File: src/rtl/ysyx_24100005_ifu_if.sv
// Bundles the IFU's instruction-memory channels, its core-facing output channel,
// the redirect input and the fault report into one interface.
interface ysyx_24100005_ifu_if;
  logic        imem_req_valid;
  logic        imem_req_ready;
  logic [31:0] imem_req_addr;
  logic        imem_rsp_valid;
  logic [31:0] imem_rsp_data;
  logic        imem_rsp_err;
  logic        out_valid;
  logic        out_ready;
  logic [31:0] out_inst;
  logic [31:0] out_pc;
  logic        redirect_valid;
  logic [31:0] redirect_pc;
  logic        fetch_fault;
  logic [31:0] fault_pc;

  modport master (
    output imem_req_valid, imem_req_addr,
    input  imem_req_ready,
    input  imem_rsp_valid, imem_rsp_data, imem_rsp_err,
    output out_valid, out_inst, out_pc,
    input  out_ready,
    input  redirect_valid, redirect_pc,
    output fetch_fault, fault_pc
  );

  modport slave (
    input  imem_req_valid, imem_req_addr,
    output imem_req_ready,
    output imem_rsp_valid, imem_rsp_data, imem_rsp_err,
    input  out_valid, out_inst, out_pc,
    output out_ready,
    output redirect_valid, redirect_pc,
    input  fetch_fault, fault_pc
  );
endinterface

File: src/rtl/ysyx_24100005_ifu.sv
// Instruction fetch unit: owns the fetch PC, fetches one word at a time from imem,
// and hands {inst, pc} to the core; handles redirects, memory errors and timeouts.
//
// state   | meaning
// IDLE    | one cycle after reset release
// REQ     | request presented to imem, waiting for ready
// WAIT    | request accepted, waiting for response (kill = squashed)
// HOLD    | instruction presented to core, waiting for out_ready
// FAULT   | sticky fault, only reset leaves it
module ysyx_24100005_ifu #(
  parameter logic [31:0] RESET_PC = 32'h8000_0000,
  parameter int unsigned TIMEOUT  = 16
) (
  input logic              clk,
  input logic              rst,
  ysyx_24100005_ifu_if.master bus
);

  localparam int unsigned CW = $clog2(TIMEOUT + 1);
  localparam logic [CW-1:0] CNT_LAST = CW'(TIMEOUT - 1);

  typedef enum logic [2:0] {
    S_IDLE,
    S_REQ,
    S_WAIT,
    S_HOLD,
    S_FAULT
  } state_e;

  state_e        state_q, state_d;
  logic [31:0]   pc_q, pc_d;
  logic          kill_q, kill_d;
  logic [CW-1:0] wait_cnt_q, wait_cnt_d;
  logic [31:0]   out_inst_q, out_inst_d;
  logic [31:0]   out_pc_q, out_pc_d;
  logic [31:0]   fault_pc_q, fault_pc_d;

  logic redir_bad;

  assign redir_bad = bus.redirect_valid && (bus.redirect_pc[1:0] != 2'b00);

  always_comb begin
    state_d    = state_q;
    pc_d       = pc_q;
    kill_d     = kill_q;
    wait_cnt_d = wait_cnt_q;
    out_inst_d = out_inst_q;
    out_pc_d   = out_pc_q;
    fault_pc_d = fault_pc_q;

    case (state_q)
      S_IDLE: state_d = S_REQ;

      S_REQ: begin
        if (redir_bad) begin
          state_d    = S_FAULT;
          fault_pc_d = bus.redirect_pc;
        end else begin
          if (bus.redirect_valid) pc_d = bus.redirect_pc;
          // A redirect coinciding with the handshake squashes the request just issued.
          if (bus.imem_req_ready) begin
            state_d    = S_WAIT;
            wait_cnt_d = '0;
            kill_d     = bus.redirect_valid;
          end
        end
      end

      S_WAIT: begin
        wait_cnt_d = wait_cnt_q + CW'(1);
        if (redir_bad) begin
          state_d    = S_FAULT;
          fault_pc_d = bus.redirect_pc;
        end else begin
          if (bus.redirect_valid) pc_d = bus.redirect_pc;
          if (bus.imem_rsp_valid) begin
            if (kill_q || bus.redirect_valid) begin
              state_d = S_REQ;
              kill_d  = 1'b0;
            end else if (bus.imem_rsp_err) begin
              state_d    = S_FAULT;
              fault_pc_d = pc_q;
            end else begin
              state_d    = S_HOLD;
              out_inst_d = bus.imem_rsp_data;
              out_pc_d   = pc_q;
            end
          end else if (wait_cnt_q == CNT_LAST) begin
            state_d    = S_FAULT;
            fault_pc_d = pc_q;
          end else if (bus.redirect_valid) begin
            kill_d = 1'b1;
          end
        end
      end

      S_HOLD: begin
        if (redir_bad) begin
          state_d    = S_FAULT;
          fault_pc_d = bus.redirect_pc;
        end else if (bus.redirect_valid) begin
          state_d = S_REQ;
          pc_d    = bus.redirect_pc;
        end else if (bus.out_ready) begin
          state_d = S_REQ;
          pc_d    = pc_q + 32'd4;
        end
      end

      S_FAULT: state_d = S_FAULT;

      default: state_d = S_IDLE;
    endcase
  end

  always_ff @(posedge clk or negedge rst) begin
    if (!rst) begin
      state_q    <= S_IDLE;
      pc_q       <= RESET_PC;
      kill_q     <= 1'b0;
      wait_cnt_q <= '0;
      out_inst_q <= '0;
      out_pc_q   <= '0;
      fault_pc_q <= '0;
    end else begin
      state_q    <= state_d;
      pc_q       <= pc_d;
      kill_q     <= kill_d;
      wait_cnt_q <= wait_cnt_d;
      out_inst_q <= out_inst_d;
      out_pc_q   <= out_pc_d;
      fault_pc_q <= fault_pc_d;
    end
  end

  // Address is gated so it reads zero outside REQ, including during reset.
  assign bus.imem_req_valid = (state_q == S_REQ);
  assign bus.imem_req_addr  = (state_q == S_REQ) ? pc_q : 32'h0;
  assign bus.out_valid      = (state_q == S_HOLD);
  assign bus.out_inst       = out_inst_q;
  assign bus.out_pc         = out_pc_q;
  assign bus.fetch_fault    = (state_q == S_FAULT);
  assign bus.fault_pc       = fault_pc_q;

endmodule

File: src/flat_wrapper.sv
// flat-port wrapper written by rule: the top's interface ports become plain ports
module ysyx_24100005_ifu_flat 
#(
  parameter logic [31:0] RESET_PC = 32'h8000_0000,
  parameter int unsigned TIMEOUT  = 16
)
  (clk, rst, bus_imem_req_valid, bus_imem_req_addr, bus_imem_req_ready, bus_imem_rsp_valid, bus_imem_rsp_data, bus_imem_rsp_err, bus_out_valid, bus_out_inst, bus_out_pc, bus_out_ready, bus_redirect_valid, bus_redirect_pc, bus_fetch_fault, bus_fault_pc);
  ysyx_24100005_ifu_if bus_i ();
  input logic clk;
  input logic rst;
  output wire logic [$bits(bus_i.imem_req_valid)-1:0] bus_imem_req_valid;
  output wire logic [$bits(bus_i.imem_req_addr)-1:0] bus_imem_req_addr;
  input wire logic [$bits(bus_i.imem_req_ready)-1:0] bus_imem_req_ready;
  input wire logic [$bits(bus_i.imem_rsp_valid)-1:0] bus_imem_rsp_valid;
  input wire logic [$bits(bus_i.imem_rsp_data)-1:0] bus_imem_rsp_data;
  input wire logic [$bits(bus_i.imem_rsp_err)-1:0] bus_imem_rsp_err;
  output wire logic [$bits(bus_i.out_valid)-1:0] bus_out_valid;
  output wire logic [$bits(bus_i.out_inst)-1:0] bus_out_inst;
  output wire logic [$bits(bus_i.out_pc)-1:0] bus_out_pc;
  input wire logic [$bits(bus_i.out_ready)-1:0] bus_out_ready;
  input wire logic [$bits(bus_i.redirect_valid)-1:0] bus_redirect_valid;
  input wire logic [$bits(bus_i.redirect_pc)-1:0] bus_redirect_pc;
  output wire logic [$bits(bus_i.fetch_fault)-1:0] bus_fetch_fault;
  output wire logic [$bits(bus_i.fault_pc)-1:0] bus_fault_pc;
  assign bus_imem_req_valid = bus_i.imem_req_valid;
  assign bus_imem_req_addr = bus_i.imem_req_addr;
  assign bus_i.imem_req_ready = bus_imem_req_ready;
  assign bus_i.imem_rsp_valid = bus_imem_rsp_valid;
  assign bus_i.imem_rsp_data = bus_imem_rsp_data;
  assign bus_i.imem_rsp_err = bus_imem_rsp_err;
  assign bus_out_valid = bus_i.out_valid;
  assign bus_out_inst = bus_i.out_inst;
  assign bus_out_pc = bus_i.out_pc;
  assign bus_i.out_ready = bus_out_ready;
  assign bus_i.redirect_valid = bus_redirect_valid;
  assign bus_i.redirect_pc = bus_redirect_pc;
  assign bus_fetch_fault = bus_i.fetch_fault;
  assign bus_fault_pc = bus_i.fault_pc;
  ysyx_24100005_ifu #(.RESET_PC(RESET_PC), .TIMEOUT(TIMEOUT)) u_core (.clk(clk), .rst(rst), .bus(bus_i));
endmodule
File: config.mk
export PLATFORM = sky130hd
export DESIGN_NAME = ysyx_24100005_ifu_flat
export DESIGN_NICKNAME = d
export VERILOG_FILES = /design/src/rtl/ysyx_24100005_ifu_if.sv /design/src/rtl/ysyx_24100005_ifu.sv /design/src/flat_wrapper.sv
export SDC_FILE = /design/constraint.sdc
export NUM_CORES = 1
export LEC_CHECK = 0
export CAP_MARGIN = 25
export CORE_AREA = 2 2 155 157
export DETAILED_ROUTE_END_ITERATION = 16
export DIE_AREA = 0 0 157 159
export DONT_BUFFER_PORTS = 1
export PLACE_DENSITY = 0.46
export REMOVE_ABC_BUFFERS = 1
export SLEW_MARGIN = 10
export SYNTH_ARGS = -nofsm -noshare
export SYNTH_HDL_FRONTEND = slang
export SYNTH_SLANG_ARGS = --single-unit
File: constraint.sdc
create_clock -name clk -period 2.6 [get_ports clk]
set_input_delay 0.52 -clock clk [delete_from_list [all_inputs] [get_ports clk]]
set_output_delay 0.52 -clock clk [all_outputs]
set_load 0.01 [all_outputs]
# --- Word-level counts from Yosys, hierarchy flattened ---
# Cells that the tools add are included.
totals:
  reg_bits: 137
  inputBits: 71
  out_inout_bits: 131
  word_cells: 84
classes:
  addsub: 2
  n_eq_ne: 21
  n_mux: 36
  bitwise_logic: 3
  reduce_logical: 15
ops:
  columns: ["operator", "count"]
  rows:
  - ["32-bit 2-to-1 mux", 12]
  - ["32-bit one-hot mux with 2 select lines", 2]
  - ["32-bit by 3-bit adder with 32-bit output (second input constant)", 1]
  - ["3-bit 2-to-1 mux", 10]
  - ["3-bit one-hot mux with 5 select lines", 1]
  - ["5-bit AND reduction", 3]
  - ["5-bit 2-to-1 mux", 2]
  - ["5-bit one-hot mux with 2 select lines", 1]
  - ["2-bit != test (second input constant)", 4]
  - ["4-bit by 3-bit != test with 1-bit output (second input constant)", 2]
  - ["2-bit nonzero test", 4]
  - ["1-bit 2-to-1 mux", 7]
  - ["7-bit AND reduction", 1]
  - ["3-bit by 2-bit equality test with 1-bit output (second input constant)", 2]
  - ["2-bit by 1-bit != test with 1-bit output (second input constant)", 3]
  - ["3-bit by 1-bit != test with 1-bit output (second input constant)", 2]
  - ["3-bit != test (second input constant)", 2]
  - ["3-bit AND reduction", 2]
  - ["5-bit by 1-bit adder with 5-bit output (second input constant)", 1]
  - ["5-bit by 4-bit equality test with 1-bit output (second input constant)", 1]
  - ["4-bit by 1-bit != test with 1-bit output (second input constant)", 1]
  - ["4-bit by 2-bit != test with 1-bit output (second input constant)", 1]
  - ["2-bit OR reduction", 2]
  - ["3-bit by 1-bit equality test with 1-bit output (second input constant)", 1]
  - ["other kinds (7)", 9]

# --- Depth between registers and ports, before layout ---
# Gate-level depths: netlist of run 1.
logic_depth:
  word_depth: 5
  ltp_mapped: 9
  ltp_nobuf: 8

# --- Least setup slack after synthesis of run 1 ---
# OpenSTA, ideal clock, no wires.
synth_timing:
  path_kind: "register to register"
  start: "reg u_core.state_q[0]"
  end: "reg u_core.out_pc_q[10] (netlist: u_core.bus.out_pc[10])"
  setup_ps: 125
  arrival_time_ps: 1838
  required_ps: 2475
  path_slack_ps: 637
  path_stages_with_launch: 7
  n_path_buf: 3
  synth_period_minus_slack_ps: 1963
  cell_sequence: "dfrtp_1 or3b_1 buf_2 or3_1 buf_2 buf_6 mux2_4"
synth_between:
  elab_chain_len: 2
synth_lines:
  columns: ["item", "line_no", "source"]
  rows:
  - ["start: declaration", "ysyx_24100005_ifu.sv:30", "state_e state_q, state_d;"]
  - ["start signal: assignment", "ysyx_24100005_ifu.sv:126", "state_q <= state_d;"]
  - ["3-bit by 2-bit equality test with 1-bit output", "ysyx_24100005_ifu.sv:51", "case (state_q)"]
  - ["5-bit AND reduction (no line)", null, null]
  - ["end signal: assignment", "ysyx_24100005_ifu.sv:131", "out_pc_q <= out_pc_d;"]
  - ["end: declaration", "ysyx_24100005_ifu.sv:35", "logic [31:0] out_pc_q, out_pc_d;"]
# No other way between the ends.
# A chain may end at the register's enable or synchronous reset.

# --- Worst setup path after layout of run 1 ---
layout_timing:
  start: "reg u_core.state_q[1]"
  end: "out bus_imem_req_addr[2]"
layout_between:
  elab_chain_len: 2
layout_lines:
  columns: ["item", "line_no", "source"]
  rows:
  - ["3-bit by 1-bit equality test with 1-bit output", "ysyx_24100005_ifu.sv:138", "assign bus.imem_req_addr = (state_q == S_REQ) ? pc_q : 32'h0;"]
  - ["32-bit 2-to-1 mux", "ysyx_24100005_ifu.sv:138", null]
  - ["end: declaration", "flat_wrapper.sv:12", "output wire logic [$bits(bus_i.imem_req_addr)-1:0] bus_imem_req_addr;"]
# No other way between the ends.

==> impl_results.html, run 1 <==
<table>
<tr><th>Metric</th><th>Value</th></tr>
<tr><th colspan="2">Routing</th></tr>
<tr><td>Total via count in the routed design</td><td>5,296</td></tr>
<tr><td>Number of design-rule violations left by the first detailed-router iteration</td><td>359</td></tr>
<tr><td>Number of design rule violations left after detail routing</td><td>0</td></tr>
<tr><td>1st-pass router iterations</td><td>4</td></tr>
<tr><td>DRT antenna net count</td><td>0</td></tr>
<tr><td>Wirelength per Cell</td><td>19.3 µm</td></tr>
<tr><td>Total Wirelength</td><td>20,200 µm</td></tr>
<tr><td>Post-detailed-route via-to-cell ratio</td><td>5.07</td></tr>
<tr><th colspan="2">Placement</th></tr>
<tr><td>Worst setup slack after placement</td><td>304 ps</td></tr>
<tr><td>Number of buffer cells added on primary ports</td><td>0</td></tr>
<tr><td>Final HPWL from detailed placement</td><td>14,200 µm</td></tr>
<tr><td>Placer's final routability congestion estimate</td><td>0.854</td></tr>
<tr><th colspan="2">Critical path</th></tr>
<tr><td>Arr. time, crit path</td><td>1930 ps</td></tr>
<tr><td>Library cell appearing most often on the critical path</td><td>buf_4</td></tr>
<tr><td>Number of cells traversed by the worst register-to-register path</td><td>8</td></tr>
<tr><td>Critical path startpoint category</td><td>flip-flop</td></tr>
<tr><td>Largest stage delay on the critical path</td><td>390 ps</td></tr>
<tr><td>Crit-path slowest cell</td><td>dfrtp_1</td></tr>
<tr><td>Data required time of the worst path</td><td>2080 ps</td></tr>
<tr><td>Type of the setup path with the least slack</td><td>flip-flop to output pin</td></tr>
<tr><td>Peak fanout along the critical path</td><td>18</td></tr>
<tr><td>Crit path depth</td><td>4</td></tr>
<tr><td>Worst path buffer plus inverter count</td><td>2</td></tr>
<tr><td>Cell family with most CP delay</td><td>simple AND/OR/NAND/NOR gates</td></tr>
<tr><td>Critical path capture point type</td><td>output pin</td></tr>
<tr><td>List of cells traversed by the critical path</td><td>buf_4, nor3b_2, buf_4, and2_1</td></tr>
<tr><th colspan="2">Power</th></tr>
<tr><td>Static leakage power</td><td>3.67 nW</td></tr>
<tr><td>VDD IR max</td><td>0.392 mV</td></tr>
<tr><td>Total power per unit cell area</td><td>1290 mW/mm²</td></tr>
<tr><th colspan="2">Global route</th></tr>
<tr><td>Global-route wire length before repair</td><td>31,300 µm</td></tr>
<tr><td>Met3 track demand over resource</td><td>4.95%</td></tr>
<tr><td>Busiest layer in global routing</td><td>met2</td></tr>
<tr><td>Global Route met2 Usage</td><td>26.7%</td></tr>
<tr><td>Met1 capacity usage during global routing</td><td>20.5%</td></tr>
<tr><td>Number of antenna violations at the first check in global routing</td><td>0</td></tr>
<tr><td>Vias in the first global route</td><td>5,351</td></tr>
<tr><td>Global routing usage summed across all routing layers</td><td>16.3%</td></tr>
<tr><td>Pin count of the biggest net entering global routing</td><td>138</td></tr>
<tr><td>Total congestion overflow after global routing</td><td>0</td></tr>
<tr><th colspan="2">STA</th></tr>
<tr><td>Final worst-path setup slack</td><td>146 ps</td></tr>
<tr><td>Rel. slew slack</td><td>39.8%</td></tr>
<tr><td>Highest clock frequency the design can meet</td><td>0.408 GHz</td></tr>
<tr><td>Final setup violation count</td><td>0</td></tr>
<tr><td>Final worst clock skew</td><td>12.2 ps</td></tr>
<tr><td>Setup tns final</td><td>0 ps</td></tr>
<tr><td>Slew at the pin closest to its max-slew limit</td><td>903 ps</td></tr>
<tr><td>Share of the clock period used by the worst path after layout</td><td>94.4%</td></tr>
<tr><td>Worst hold slack across all endpoints</td><td>-199 ps</td></tr>
<tr><td>Final period demand of the worst path</td><td>2450 ps</td></tr>
<tr><td>Setup repair after global routing missed its margin</td><td>no</td></tr>
<tr><td>Number of pins with negative max-slew slack in the final report</td><td>0</td></tr>
<tr><td>Final Hold Violating Endpoints</td><td>136</td></tr>
<tr><th colspan="2">Cells and area</th></tr>
<tr><td>Share of final-layout standard cells stronger than drive strength 1</td><td>13.7%</td></tr>
<tr><td>P&amp;R area growth vs syn</td><td>14.9%</td></tr>
<tr><td>Share of the core filled with cells in the final layout</td><td>34.0%</td></tr>
<tr><td># fillers</td><td>2,352</td></tr>
<tr><td>Number of nets at the end of the flow</td><td>788</td></tr>
<tr><td>Antenna diode instance count</td><td>0</td></tr>
<tr><th colspan="2">Die</th></tr>
<tr><td>Floorplan die height</td><td>159 µm</td></tr>
<tr><td>Horizontal die dimension</td><td>157 µm</td></tr>
<tr><td>Boundary pin count</td><td>202</td></tr>
<tr><td>Initial cell density of the core</td><td>29.6%</td></tr>
<tr><td>Row Count</td><td>56</td></tr>
<tr><td>Area of the core</td><td>0.0232 mm²</td></tr>
<tr><td>Die Footprint</td><td>0.0250 mm²</td></tr>
<tr><th colspan="2">Yosys</th></tr>
<tr><td>Combined area of all synthesized cells</td><td>0.00686 mm²</td></tr>
<tr><td>Syn Area/Cell</td><td>9.45 µm²</td></tr>
<tr><td>Sequential fraction of the synthesis area</td><td>50.0%</td></tr>
<tr><td>Proportion of register bits with asynchronous set or reset after synthesis</td><td>100%</td></tr>
<tr><td>Synthesis warning total</td><td>0</td></tr>
<tr><td>Top cell type's share of synthesized area</td><td>49.6%</td></tr>
<tr><td>Flip-flop cell with the highest count after synthesis</td><td>dfrtp_1</td></tr>
<tr><td>Most area-consuming cells after synthesis</td><td>dfrtp_1, nand2_1, mux2_4</td></tr>
<tr><td>Post-synthesis cell count</td><td>726</td></tr>
<tr><td>Flops &amp; latches, synth</td><td>137</td></tr>
<tr><td>Number of flops mapped to enable cells by yosys</td><td>0</td></tr>
<tr><td>Area leader, netlist</td><td>dfrtp_1</td></tr>
<tr><td>Post-synth cell types</td><td>59</td></tr>
<tr><th colspan="2">CTS</th></tr>
<tr><td>Clock-pin slew on the worst setup and hold paths</td><td>60 ps</td></tr>
<tr><td>H-tree lvl count</td><td>4</td></tr>
<tr><td>TritonCTS clock tree</td><td>yes</td></tr>
<tr><td>Number of buffers on the longest clock path</td><td>2</td></tr>
<tr><td>CTS buffer count</td><td>17</td></tr>
<tr><td>Number of sinks on the clock net</td><td>137</td></tr>
<tr><td>Buffer type at the clock tree root</td><td>clkbuf_16</td></tr>
<tr><td>Latest clock arrival within the worst-skew pair</td><td>420 ps</td></tr>
<tr><th colspan="2">Outcome</th></tr>
<tr><td>Violations in the final reports</td><td>hold timing</td></tr>
<tr><td>Status</td><td>finished with violations</td></tr>
<tr><th colspan="2">Run</th></tr>
<tr><td># Max-Cap Violations</td><td>0</td></tr>
<tr><th colspan="2">Worst hold path</th></tr>
<tr><td>Class of the tightest hold or removal check</td><td>primary input to asynchronous set/reset pin</td></tr>
</table>
[kinds of logic after synthesis]
group | count (synthesis) | synth area share, %
AO/OA/AOI/OAI | 145 | 12.6
XOR/XNOR | 1 | 0.128
adder cells (fa/ha/maj) | 3 | 0.547
buffers and inverters | 63 | 4.49
flip-flops | 137 | 50.0
multiplexers | 57 | 10.3
AND/OR/NAND/NOR | 320 | 22.0
[power breakdown]
part / switching (mW) / total (mW) / internal (mW)
Sequential: 1.32 / 4.41 / 3.09
Combinational: 1.80 / 3.16 / 1.36
Clock: 0.970 / 2.62 / 1.65
Total: 4.09 / 10.2 / 6.10
[registers in the layout, indices dropped and copies added (netlist names)]
name	cells
u_core.kill_q	1
u_core.wait_cnt_q	5
u_core.bus.out_pc	32
u_core.bus.out_inst	32
u_core.bus.fault_pc	32
u_core.state_q	3
u_core.pc_q	32
[cells in the mapped netlist, types with 2 or more instances]
cell type and n:
nand2_1 169, dfrtp_1 136, o21ai_0 65, and2_1 35
a21oi_1 33, nor2_1 32, clkbuf_1 30, mux2i_1 30
mux2_4 27, nand3_1 19, nand4_1 17, buf_2 16
and3_1 12, o22ai_1 11, nor3_1 10, buf_6 6
inv_1 6, nand2b_1 5, a311oi_1 4, a211oi_1 3
a22oi_1 3, a31oi_1 3, ha_1 3, o21a_1 3
or3_1 3, a211o_1 2, a21o_1 2, and4_1 2
buf_1 2, clkbuf_2 2, nor2b_1 2, nor3_2 2
nor3b_1 2, o2bb2ai_1 2, o32ai_1 2, or4_1 2
[cell usage in the layout (no fill, tap or decap), types with 2 or more instances in the layout]
| cell | Yosys | final |
|---|---|---|
| nand2_1 | 169 | 168 |
| dfrtp_1 | 136 | 135 |
| o21ai_0 | 65 | 65 |
| and2_1 | 35 | 35 |
| a21oi_1 | 33 | 33 |
| nor2_1 | 32 | 32 |
| mux2i_1 | 30 | 30 |
| mux2_4 | 27 | 27 |
| buf_4 | 1 | 24 |
| nand3_1 | 19 | 19 |
| nand4_1 | 17 | 17 |
| clkbuf_16 | 0 | 17 |
| and3_1 | 12 | 12 |
| o22ai_1 | 11 | 11 |
| nor3_1 | 10 | 10 |
| inv_1 | 6 | 6 |
| nand2b_1 | 5 | 5 |
| a311oi_1 | 4 | 4 |
| bufinv_16 | 0 | 4 |
| o21a_1 | 3 | 3 |
| a31oi_1 | 3 | 3 |
| a22oi_1 | 3 | 3 |
| ha_1 | 3 | 3 |
| clkinvlp_4 | 0 | 3 |
| nor2b_1 | 2 | 2 |
| a211o_1 | 2 | 2 |
| a21o_1 | 2 | 2 |
| or4_1 | 2 | 2 |
| nor4_2 | 1 | 2 |
| or3_1 | 3 | 2 |
| and4_1 | 2 | 2 |
| o32ai_1 | 2 | 2 |
| a211oi_1 | 3 | 2 |
| o2bb2ai_1 | 2 | 2 |
| clkbuf_8 | 0 | 2 |
| clkinv_4 | 0 | 2 |
| buf_12 | 0 | 2 |
[area by class of cell]
type / instances / area, µm² / area share, %
clock inverter: 10 / 169 / 2.14
clock buffer: 20 / 457 / 5.79
multi-input combinational: 526 / 3180 / 40.4
timing repair buffer: 26 / 220 / 2.79
inverter: 6 / 22.5 / 0.286
tap: 319 / 399 / 5.06
sequential: 137 / 3430 / 43.5
[path summary, 6_finish.rpt]
kind	from	end	slack [ps]
min	rst	u_core.bus.out_inst[10]$_DFFE_PN0P_	-200
max reg2reg	u_core.wait_cnt_q[0]$_DFFE_PN0P_	u_core.bus.fault_pc[29]$_DFFE_PN0P_	340
min in group clk	bus_imem_rsp_data[29]	u_core.bus.out_inst[29]$_DFFE_PN0P_	210
min reg2reg	u_core.wait_cnt_q[4]$_DFFE_PN0P_	u_core.wait_cnt_q[4]$_DFFE_PN0P_	500
max in group asynchronous	rst	u_core.pc_q[31]$_DFFE_PN1P_	2580
max	u_core.state_q[1]$_DFFE_PN0P_	bus_imem_req_addr[2]	150
[layer usage]
layer  part of all wire, %  routed length [µm]
met1                    43                8750
met2                    48                9750
met3                   6.3                1270
met4                   2.1                 429
met5                     0                   0
[stage by stage]
stage / instances / total power [mW] / area [µm²]
floorplan: 669 / 6.38 / 6570
global placement: 1014 / 7.53 / 7250
detailed placement: 1014 / 7.65 / 7250
CTS: 1044 / 10.3 / 7880
global route: 1044 / 10.9 / 7880
finish: 1044 / 10.2 / 7880
[repair_timing]
item | 4_1_cts | 5_1_grt
hold endpoints to repair | 137 | 137
endpoints found under the setup margin | 1 | 0
setup buffers | 0 | 0
resized for setup | 1 | 0
Note: power is estimated with default switching activity, not from simulation.
==> inputs of run 2 (changes only) <==
Settings changed: PLACE_DENSITY 0.46 to 0.49.
==> run 2 against run 1 <==
The flow still finishes with violations (hold timing). Fmax up 5.6%. Design area rose by 1.2%. Combinational power up 4%. Clock power increased by 2%. Critical endpoint is now bus_imem_req_addr[7]. Largest power group unchanged. Highest routed layer unchanged.
==> impl_results.html, run 2 (same netlist as run 1, synthesis figures left out) <==
<table>
<tr><th>Metric</th><th>Value</th></tr>
<tr><th colspan="2">Global route</th></tr>
<tr><td>Global-route wire length before repair</td><td>32,400 µm</td></tr>
<tr><td>Pin count of the biggest net entering global routing</td><td>138</td></tr>
<tr><td>Vias in the first global route</td><td>5,127</td></tr>
<tr><td>Global routing usage summed across all routing layers</td><td>17.1%</td></tr>
<tr><td>Total congestion overflow after global routing</td><td>0</td></tr>
<tr><td>Number of antenna violations at the first check in global routing</td><td>0</td></tr>
<tr><th colspan="2">Routing</th></tr>
<tr><td>Total via count in the routed design</td><td>5,176</td></tr>
<tr><td>1st-pass router iterations</td><td>4</td></tr>
<tr><td>Post-detailed-route via-to-cell ratio</td><td>4.91</td></tr>
<tr><td>Wirelength per Cell</td><td>19.8 µm</td></tr>
<tr><td>Number of design rule violations left after detail routing</td><td>0</td></tr>
<tr><td>DRT antenna net count</td><td>0</td></tr>
<tr><td>Total Wirelength</td><td>20,900 µm</td></tr>
<tr><td>Number of design-rule violations left by the first detailed-router iteration</td><td>421</td></tr>
<tr><th colspan="2">Die</th></tr>
<tr><td>Row Count</td><td>56</td></tr>
<tr><td>Area of the core</td><td>0.0232 mm²</td></tr>
<tr><td>Horizontal die dimension</td><td>157 µm</td></tr>
<tr><td>Boundary pin count</td><td>202</td></tr>
<tr><td>Floorplan die height</td><td>159 µm</td></tr>
<tr><td>Initial cell density of the core</td><td>29.6%</td></tr>
<tr><td>Die Footprint</td><td>0.0250 mm²</td></tr>
<tr><th colspan="2">Critical path</th></tr>
<tr><td>Type of the setup path with the least slack</td><td>flip-flop to output pin</td></tr>
<tr><td>Arr. time, crit path</td><td>1800 ps</td></tr>
<tr><td>Crit-path slowest cell</td><td>dfrtp_1</td></tr>
<tr><td>Data required time of the worst path</td><td>2080 ps</td></tr>
<tr><td>Largest stage delay on the critical path</td><td>500 ps</td></tr>
<tr><td>Reg2reg start</td><td>u_core.pc_q[3]$_DFFE_PN0P_</td></tr>
<tr><td>Peak fanout along the critical path</td><td>12</td></tr>
<tr><td>Critical path capture point type</td><td>output pin</td></tr>
<tr><td>List of cells traversed by the critical path</td><td>nand2b_1, buf_4, nor3_1</td></tr>
<tr><td>Critical Path Source</td><td>u_core.state_q[2]$_DFFE_PN0P_</td></tr>
<tr><td>Critical path startpoint category</td><td>flip-flop</td></tr>
<tr><th colspan="2">Run</th></tr>
<tr><td># Max-Cap Violations</td><td>0</td></tr>
<tr><th colspan="2">Cells and area</th></tr>
<tr><td>Most frequent cells in the layout</td><td>nand2_1, dfrtp_1, o21ai_0, and2_1, a21oi_1</td></tr>
<tr><td># fillers</td><td>2,417</td></tr>
<tr><td>Final cell count without fillers</td><td>1,055</td></tr>
<tr><td>Antenna diode instance count</td><td>0</td></tr>
<tr><td>Register Area</td><td>0.00343 mm²</td></tr>
<tr><td>P&amp;R area growth vs syn</td><td>16.3%</td></tr>
<tr><td>Leading cell type in the layout, fill and taps excluded</td><td>nand2_1</td></tr>
<tr><td>Share of final-layout standard cells stronger than drive strength 1</td><td>14.8%</td></tr>
<tr><td>Multi-input combinational cell area</td><td>0.00318 mm²</td></tr>
<tr><td>Number of nets at the end of the flow</td><td>797</td></tr>
<tr><th colspan="2">CTS</th></tr>
<tr><td>H-tree lvl count</td><td>4</td></tr>
<tr><td>TritonCTS clock tree</td><td>yes</td></tr>
<tr><td>Number of buffers on the longest clock path</td><td>2</td></tr>
<tr><td>CTS buffer count</td><td>17</td></tr>
<tr><td>Clock-pin slew on the worst setup and hold paths</td><td>70 ps</td></tr>
<tr><td>Latest clock arrival within the worst-skew pair</td><td>430 ps</td></tr>
<tr><td>Buffer type at the clock tree root</td><td>clkbuf_16</td></tr>
<tr><td>Number of sinks on the clock net</td><td>137</td></tr>
<tr><th colspan="2">STA</th></tr>
<tr><td>Slew at the pin closest to its max-slew limit</td><td>577 ps</td></tr>
<tr><td>Setup tns final</td><td>0 ps</td></tr>
<tr><td>Share of the clock period used by the worst path after layout</td><td>89.3%</td></tr>
<tr><td>Worst hold slack across all endpoints</td><td>-204 ps</td></tr>
<tr><td>Rel. slew slack</td><td>61.2%</td></tr>
<tr><td>Final worst clock skew</td><td>13.3 ps</td></tr>
<tr><td>Final period demand of the worst path</td><td>2320 ps</td></tr>
<tr><td>Highest clock frequency the design can meet</td><td>0.431 GHz</td></tr>
<tr><td>Setup repair after global routing missed its margin</td><td>no</td></tr>
<tr><td>Final Hold Violating Endpoints</td><td>137</td></tr>
<tr><td>Final setup violation count</td><td>0</td></tr>
<tr><td>Number of pins with negative max-slew slack in the final report</td><td>0</td></tr>
<tr><th colspan="2">Power</th></tr>
<tr><td>VDD IR max</td><td>0.408 mV</td></tr>
<tr><td>Static leakage power</td><td>3.73 nW</td></tr>
<tr><td>Total power per unit cell area</td><td>1300 mW/mm²</td></tr>
<tr><th colspan="2">Placement</th></tr>
<tr><td># placed instances</td><td>1,023</td></tr>
<tr><td>Placer's final routability congestion estimate</td><td>0.842</td></tr>
<tr><td>Final HPWL from detailed placement</td><td>14,600 µm</td></tr>
<tr><td>Number of buffer cells added on primary ports</td><td>0</td></tr>
<tr><th colspan="2">Outcome</th></tr>
<tr><td>Status</td><td>finished with violations</td></tr>
<tr><td>Violations in the final reports</td><td>hold timing</td></tr>
<tr><th colspan="2">Worst hold path</th></tr>
<tr><td>Class of the tightest hold or removal check</td><td>primary input to asynchronous set/reset pin</td></tr>
</table>
run 2: path summary, 6_finish.rpt:
kind / slack (ps) / endpoint / depth (start not counted)
worst max-delay path: 280 / bus_imem_req_addr[7] / 3
worst min-delay path: -200 / u_core.bus.out_inst[2]$_DFFE_PN0P_ / 0
worst max register to register: 350 / u_core.pc_q[24]$_DFFE_PN0P_ / 6
worst min register to register: 480 / u_core.wait_cnt_q[4]$_DFFE_PN0P_ / 2
max in group asynchronous: 2530 / u_core.bus.fault_pc[18]$_DFFE_PN0P_ / 0
min in group clk: 200 / u_core.bus.out_inst[1]$_DFFE_PN0P_ / 2
run 2: final cells by class:
| class | instances | area share, % |
|---|---|---|
| Tap cell | 319 | 5.00 |
| Sequential cell | 137 | 43.0 |
| Clock buffer | 18 | 5.51 |
| Timing Repair Buffer | 35 | 3.92 |
| Multi-Input combinational cell | 526 | 39.8 |
| Clock inverter | 14 | 2.46 |
| Inverter | 6 | 0.282 |
run 2: through the flow:
stage	utilization [%]	setup WS [ps]	total power, mW	cell area [µm²]
after floorplan	-	-2080	6.38	6570
after global placement	31.7	501	7.74	7340
after global routing	34.4	148	11.1	7980
after detailed placement	31.7	372	7.77	7340
final	34.4	277	10.3	7980
after CTS	34.4	267	10.5	7980
run 2: worst max-delay path: cells and delay by family, from the launching register on:
family	cells	cell delay, ps
buffers and inverters	1	190
DFF	1	500
and+or+nand+nor	2	690
run 2: repair_timing:
| item | 4_1_cts | 5_1_grt |
|---|---|---|
| setup buffers | 0 | 0 |
| endpoints found under the setup margin | 0 | 0 |
| endpoints found under the hold margin | 137 | 137 |
| gates resized for setup | 0 | 0 |
run 2: per-layer routing:
metal	wire length (µm)	global-route usage (%)
met3	1350	5.23
met2	9870	26.6
met1	9230	22.4
met4	408	5.80
met5	0	0
run 2: where the power goes:
part / internal (mW) / total, mW / switching (mW)
clock: 1.64 / 2.66 / 1.02
sequential: 3.09 / 4.40 / 1.32
combinational: 1.45 / 3.29 / 1.84
total: 6.18 / 10.3 / 4.17
==> inputs of run 3 (changes only) <==
Settings changed: CTS_BUF_LIST set to sky130_fd_sc_hd__clkbuf_16, SLEW_MARGIN 10 to not set.
==> run 3 against run 2 <==
The run still ends with hold timing left. Wire length barely moved. Clock power barely moved. Power fell by 0.30%. Critical path depth did not move. Highest routed layer unchanged.
==> impl_results.html, run 3 (same netlist as run 1, synthesis figures left out) <==
<table>
<tr><th>Metric</th><th>Value</th></tr>
<tr><th colspan="2">STA</th></tr>
<tr><td>Setup tns final</td><td>0 ps</td></tr>
<tr><td>Slew at the pin closest to its max-slew limit</td><td>578 ps</td></tr>
<tr><td>Number of pins with negative max-slew slack in the final report</td><td>0</td></tr>
<tr><td>Rel. slew slack</td><td>61.2%</td></tr>
<tr><td>Highest clock frequency the design can meet</td><td>0.430 GHz</td></tr>
<tr><td>Final period demand of the worst path</td><td>2320 ps</td></tr>
<tr><td>Final worst clock skew</td><td>12.5 ps</td></tr>
<tr><td>Share of the clock period used by the worst path after layout</td><td>89.4%</td></tr>
<tr><td>Final setup violation count</td><td>0</td></tr>
<tr><td>Setup repair after global routing missed its margin</td><td>no</td></tr>
<tr><td>Worst hold slack across all endpoints</td><td>-204 ps</td></tr>
<tr><td>Final Hold Violating Endpoints</td><td>137</td></tr>
<tr><th colspan="2">Die</th></tr>
<tr><td>Initial cell density of the core</td><td>29.6%</td></tr>
<tr><td>Horizontal die dimension</td><td>157 µm</td></tr>
<tr><td>Row Count</td><td>56</td></tr>
<tr><td>Die Footprint</td><td>0.0250 mm²</td></tr>
<tr><td>Area of the core</td><td>0.0232 mm²</td></tr>
<tr><td>Boundary pin count</td><td>202</td></tr>
<tr><td>Floorplan die height</td><td>159 µm</td></tr>
<tr><th colspan="2">CTS</th></tr>
<tr><td>Number of buffers added for setup after CTS</td><td>0</td></tr>
<tr><td>Buffer type at the clock tree root</td><td>clkbuf_16</td></tr>
<tr><td>Number of sinks on the clock net</td><td>137</td></tr>
<tr><td>Latest clock arrival within the worst-skew pair</td><td>430 ps</td></tr>
<tr><td>Number of buffers on the longest clock path</td><td>2</td></tr>
<tr><td>Clock-pin slew on the worst setup and hold paths</td><td>70 ps</td></tr>
<tr><td>TritonCTS clock tree</td><td>yes</td></tr>
<tr><td>H-tree lvl count</td><td>4</td></tr>
<tr><td>Number of gates given a new drive strength after cts</td><td>0</td></tr>
<tr><td>CTS buffer count</td><td>17</td></tr>
<tr><th colspan="2">Critical path</th></tr>
<tr><td>Critical path capture point type</td><td>output pin</td></tr>
<tr><td>Peak fanout along the critical path</td><td>12</td></tr>
<tr><td>Type of the setup path with the least slack</td><td>flip-flop to output pin</td></tr>
<tr><td>Arr. time, crit path</td><td>1800 ps</td></tr>
<tr><td>Data required time of the worst path</td><td>2080 ps</td></tr>
<tr><td>Cell family with most CP delay</td><td>simple AND/OR/NAND/NOR gates</td></tr>
<tr><td>Largest stage delay on the critical path</td><td>500 ps</td></tr>
<tr><td>Worst path buffer plus inverter count</td><td>1</td></tr>
<tr><td>List of cells traversed by the critical path</td><td>nand2b_1, buf_4, nor3_1</td></tr>
<tr><td>Crit-path slowest cell</td><td>dfrtp_1</td></tr>
<tr><td>Critical path startpoint category</td><td>flip-flop</td></tr>
<tr><th colspan="2">Run</th></tr>
<tr><td># Max-Cap Violations</td><td>0</td></tr>
<tr><th colspan="2">Cells and area</th></tr>
<tr><td>Share of final-layout standard cells stronger than drive strength 1</td><td>14.7%</td></tr>
<tr><td>Antenna diode instance count</td><td>0</td></tr>
<tr><td>Most frequent cells in the layout</td><td>nand2_1, dfrtp_1, o21ai_0, and2_1, a21oi_1</td></tr>
<tr><td># fillers</td><td>2,418</td></tr>
<tr><td>Final instance area</td><td>0.00797 mm²</td></tr>
<tr><td>Multi-input combinational cell area</td><td>0.00318 mm²</td></tr>
<tr><td>P&amp;R area growth vs syn</td><td>16.1%</td></tr>
<tr><td>Final cell count without fillers</td><td>1,055</td></tr>
<tr><td>Number of nets at the end of the flow</td><td>797</td></tr>
<tr><td>Register Area</td><td>0.00343 mm²</td></tr>
<tr><td>Leading cell type in the layout, fill and taps excluded</td><td>nand2_1</td></tr>
<tr><th colspan="2">Power</th></tr>
<tr><td>Switching Fraction</td><td>40.4%</td></tr>
<tr><td>Sequential share of power</td><td>42.7%</td></tr>
<tr><td>Internal power of the cells</td><td>6.15 mW</td></tr>
<tr><td>Switching Power</td><td>4.17 mW</td></tr>
<tr><td>Comb power frac</td><td>31.9%</td></tr>
<tr><td>Total design power</td><td>10.3 mW</td></tr>
<tr><td>Clock network fraction of total power</td><td>25.5%</td></tr>
<tr><td>Total power per unit cell area</td><td>1300 mW/mm²</td></tr>
<tr><td>VDD IR max</td><td>0.408 mV</td></tr>
<tr><td>Static leakage power</td><td>3.73 nW</td></tr>
<tr><th colspan="2">Routing</th></tr>
<tr><td>DRT antenna net count</td><td>0</td></tr>
<tr><td>Total via count in the routed design</td><td>5,183</td></tr>
<tr><td>Wirelength per Cell</td><td>19.8 µm</td></tr>
<tr><td>Total Wirelength</td><td>20,900 µm</td></tr>
<tr><td>Number of design-rule violations left by the first detailed-router iteration</td><td>421</td></tr>
<tr><td>Post-detailed-route via-to-cell ratio</td><td>4.91</td></tr>
<tr><td>Number of design rule violations left after detail routing</td><td>0</td></tr>
<tr><td>1st-pass router iterations</td><td>4</td></tr>
<tr><th colspan="2">Global route</th></tr>
<tr><td>Pin count of the biggest net entering global routing</td><td>138</td></tr>
<tr><td>Total congestion overflow after global routing</td><td>0</td></tr>
<tr><td>Global routing usage summed across all routing layers</td><td>17.1%</td></tr>
<tr><td>Number of antenna violations at the first check in global routing</td><td>0</td></tr>
<tr><td>Global-route wire length before repair</td><td>32,400 µm</td></tr>
<tr><td>Vias in the first global route</td><td>5,127</td></tr>
<tr><th colspan="2">Placement</th></tr>
<tr><td>Number of buffer cells added on primary ports</td><td>0</td></tr>
<tr><td>Placement Cell Area</td><td>0.00734 mm²</td></tr>
<tr><td># placed instances</td><td>1,023</td></tr>
<tr><td>Placer's final routability congestion estimate</td><td>0.842</td></tr>
<tr><td>Final HPWL from detailed placement</td><td>14,600 µm</td></tr>
<tr><th colspan="2">Outcome</th></tr>
<tr><td>Status</td><td>finished with violations</td></tr>
<tr><td>Violations in the final reports</td><td>hold timing</td></tr>
<tr><th colspan="2">Worst hold path</th></tr>
<tr><td>Class of the tightest hold or removal check</td><td>primary input to asynchronous set/reset pin</td></tr>
</table>
[run 3: cell count changes in the layout (fill, tap and decap cells not counted), sizes merged]
cell    previous run  this run
clkbuf            18        17
clkinv             5         6
[run 3: through the flow]
| stage | setup WS [ps] | utilization, % |
|---|---|---|
| 3_3_place_gp | 501 | 31.7 |
| 3_5_place_dp | 372 | 31.7 |
| 2_1_floorplan | -2080 | - |
| 4_1_cts | 267 | 34.3 |
| 6_report | 277 | 34.3 |
| 5_1_grt | 148 | 34.3 |
[run 3: area by class of cell]
cell class / count / share of cell area, %
Clock inverter: 15 / 2.51
Timing Repair Buffer: 35 / 3.93
Inverter: 6 / 0.283
Multi-Input combinational cell: 526 / 39.9
Sequential cell: 137 / 43.1
Tap cell: 319 / 5.01
Clock buffer: 17 / 5.34
[run 3: layer usage]
metal / vias up / global-route usage [%] / wire [µm]
met2: 136 / 26.6 / 9880
met4: 0 / 5.80 / 408
li1: 2512 / - / -
met1: 2512 / 22.4 / 9140
met5: - / 0 / 0
met3: 23 / 5.23 / 1430
[run 3: path summary, 6_finish.rpt]
kind,slack (ps),depth (start not counted),startpoint,to
worst max-delay path,280,3,u_core.state_q[2]$_DFFE_PN0P_,bus_imem_req_addr[7]
worst min-delay path,-200,0,rst,u_core.bus.out_inst[2]$_DFFE_PN0P_
worst max register to register,360,6,u_core.pc_q[3]$_DFFE_PN0P_,u_core.pc_q[24]$_DFFE_PN0P_
worst min register to register,480,2,u_core.wait_cnt_q[4]$_DFFE_PN0P_,u_core.wait_cnt_q[4]$_DFFE_PN0P_
max in group asynchronous,2530,0,rst,u_core.bus.fault_pc[18]$_DFFE_PN0P_
min in group clk,200,2,bus_imem_rsp_data[1],u_core.bus.out_inst[1]$_DFFE_PN0P_
[run 3: power groups by stage]
stage          Clock, mW  Combinational [mW]  Sequential [mW]
2_1_floorplan          0                2.24             4.14
3_3_place_gp           0                3.30             4.45
3_5_place_dp           0                3.32             4.45
4_1_cts             2.69                3.33             4.43
5_1_grt             2.80                3.69             4.56
6_report            2.63                3.29             4.40
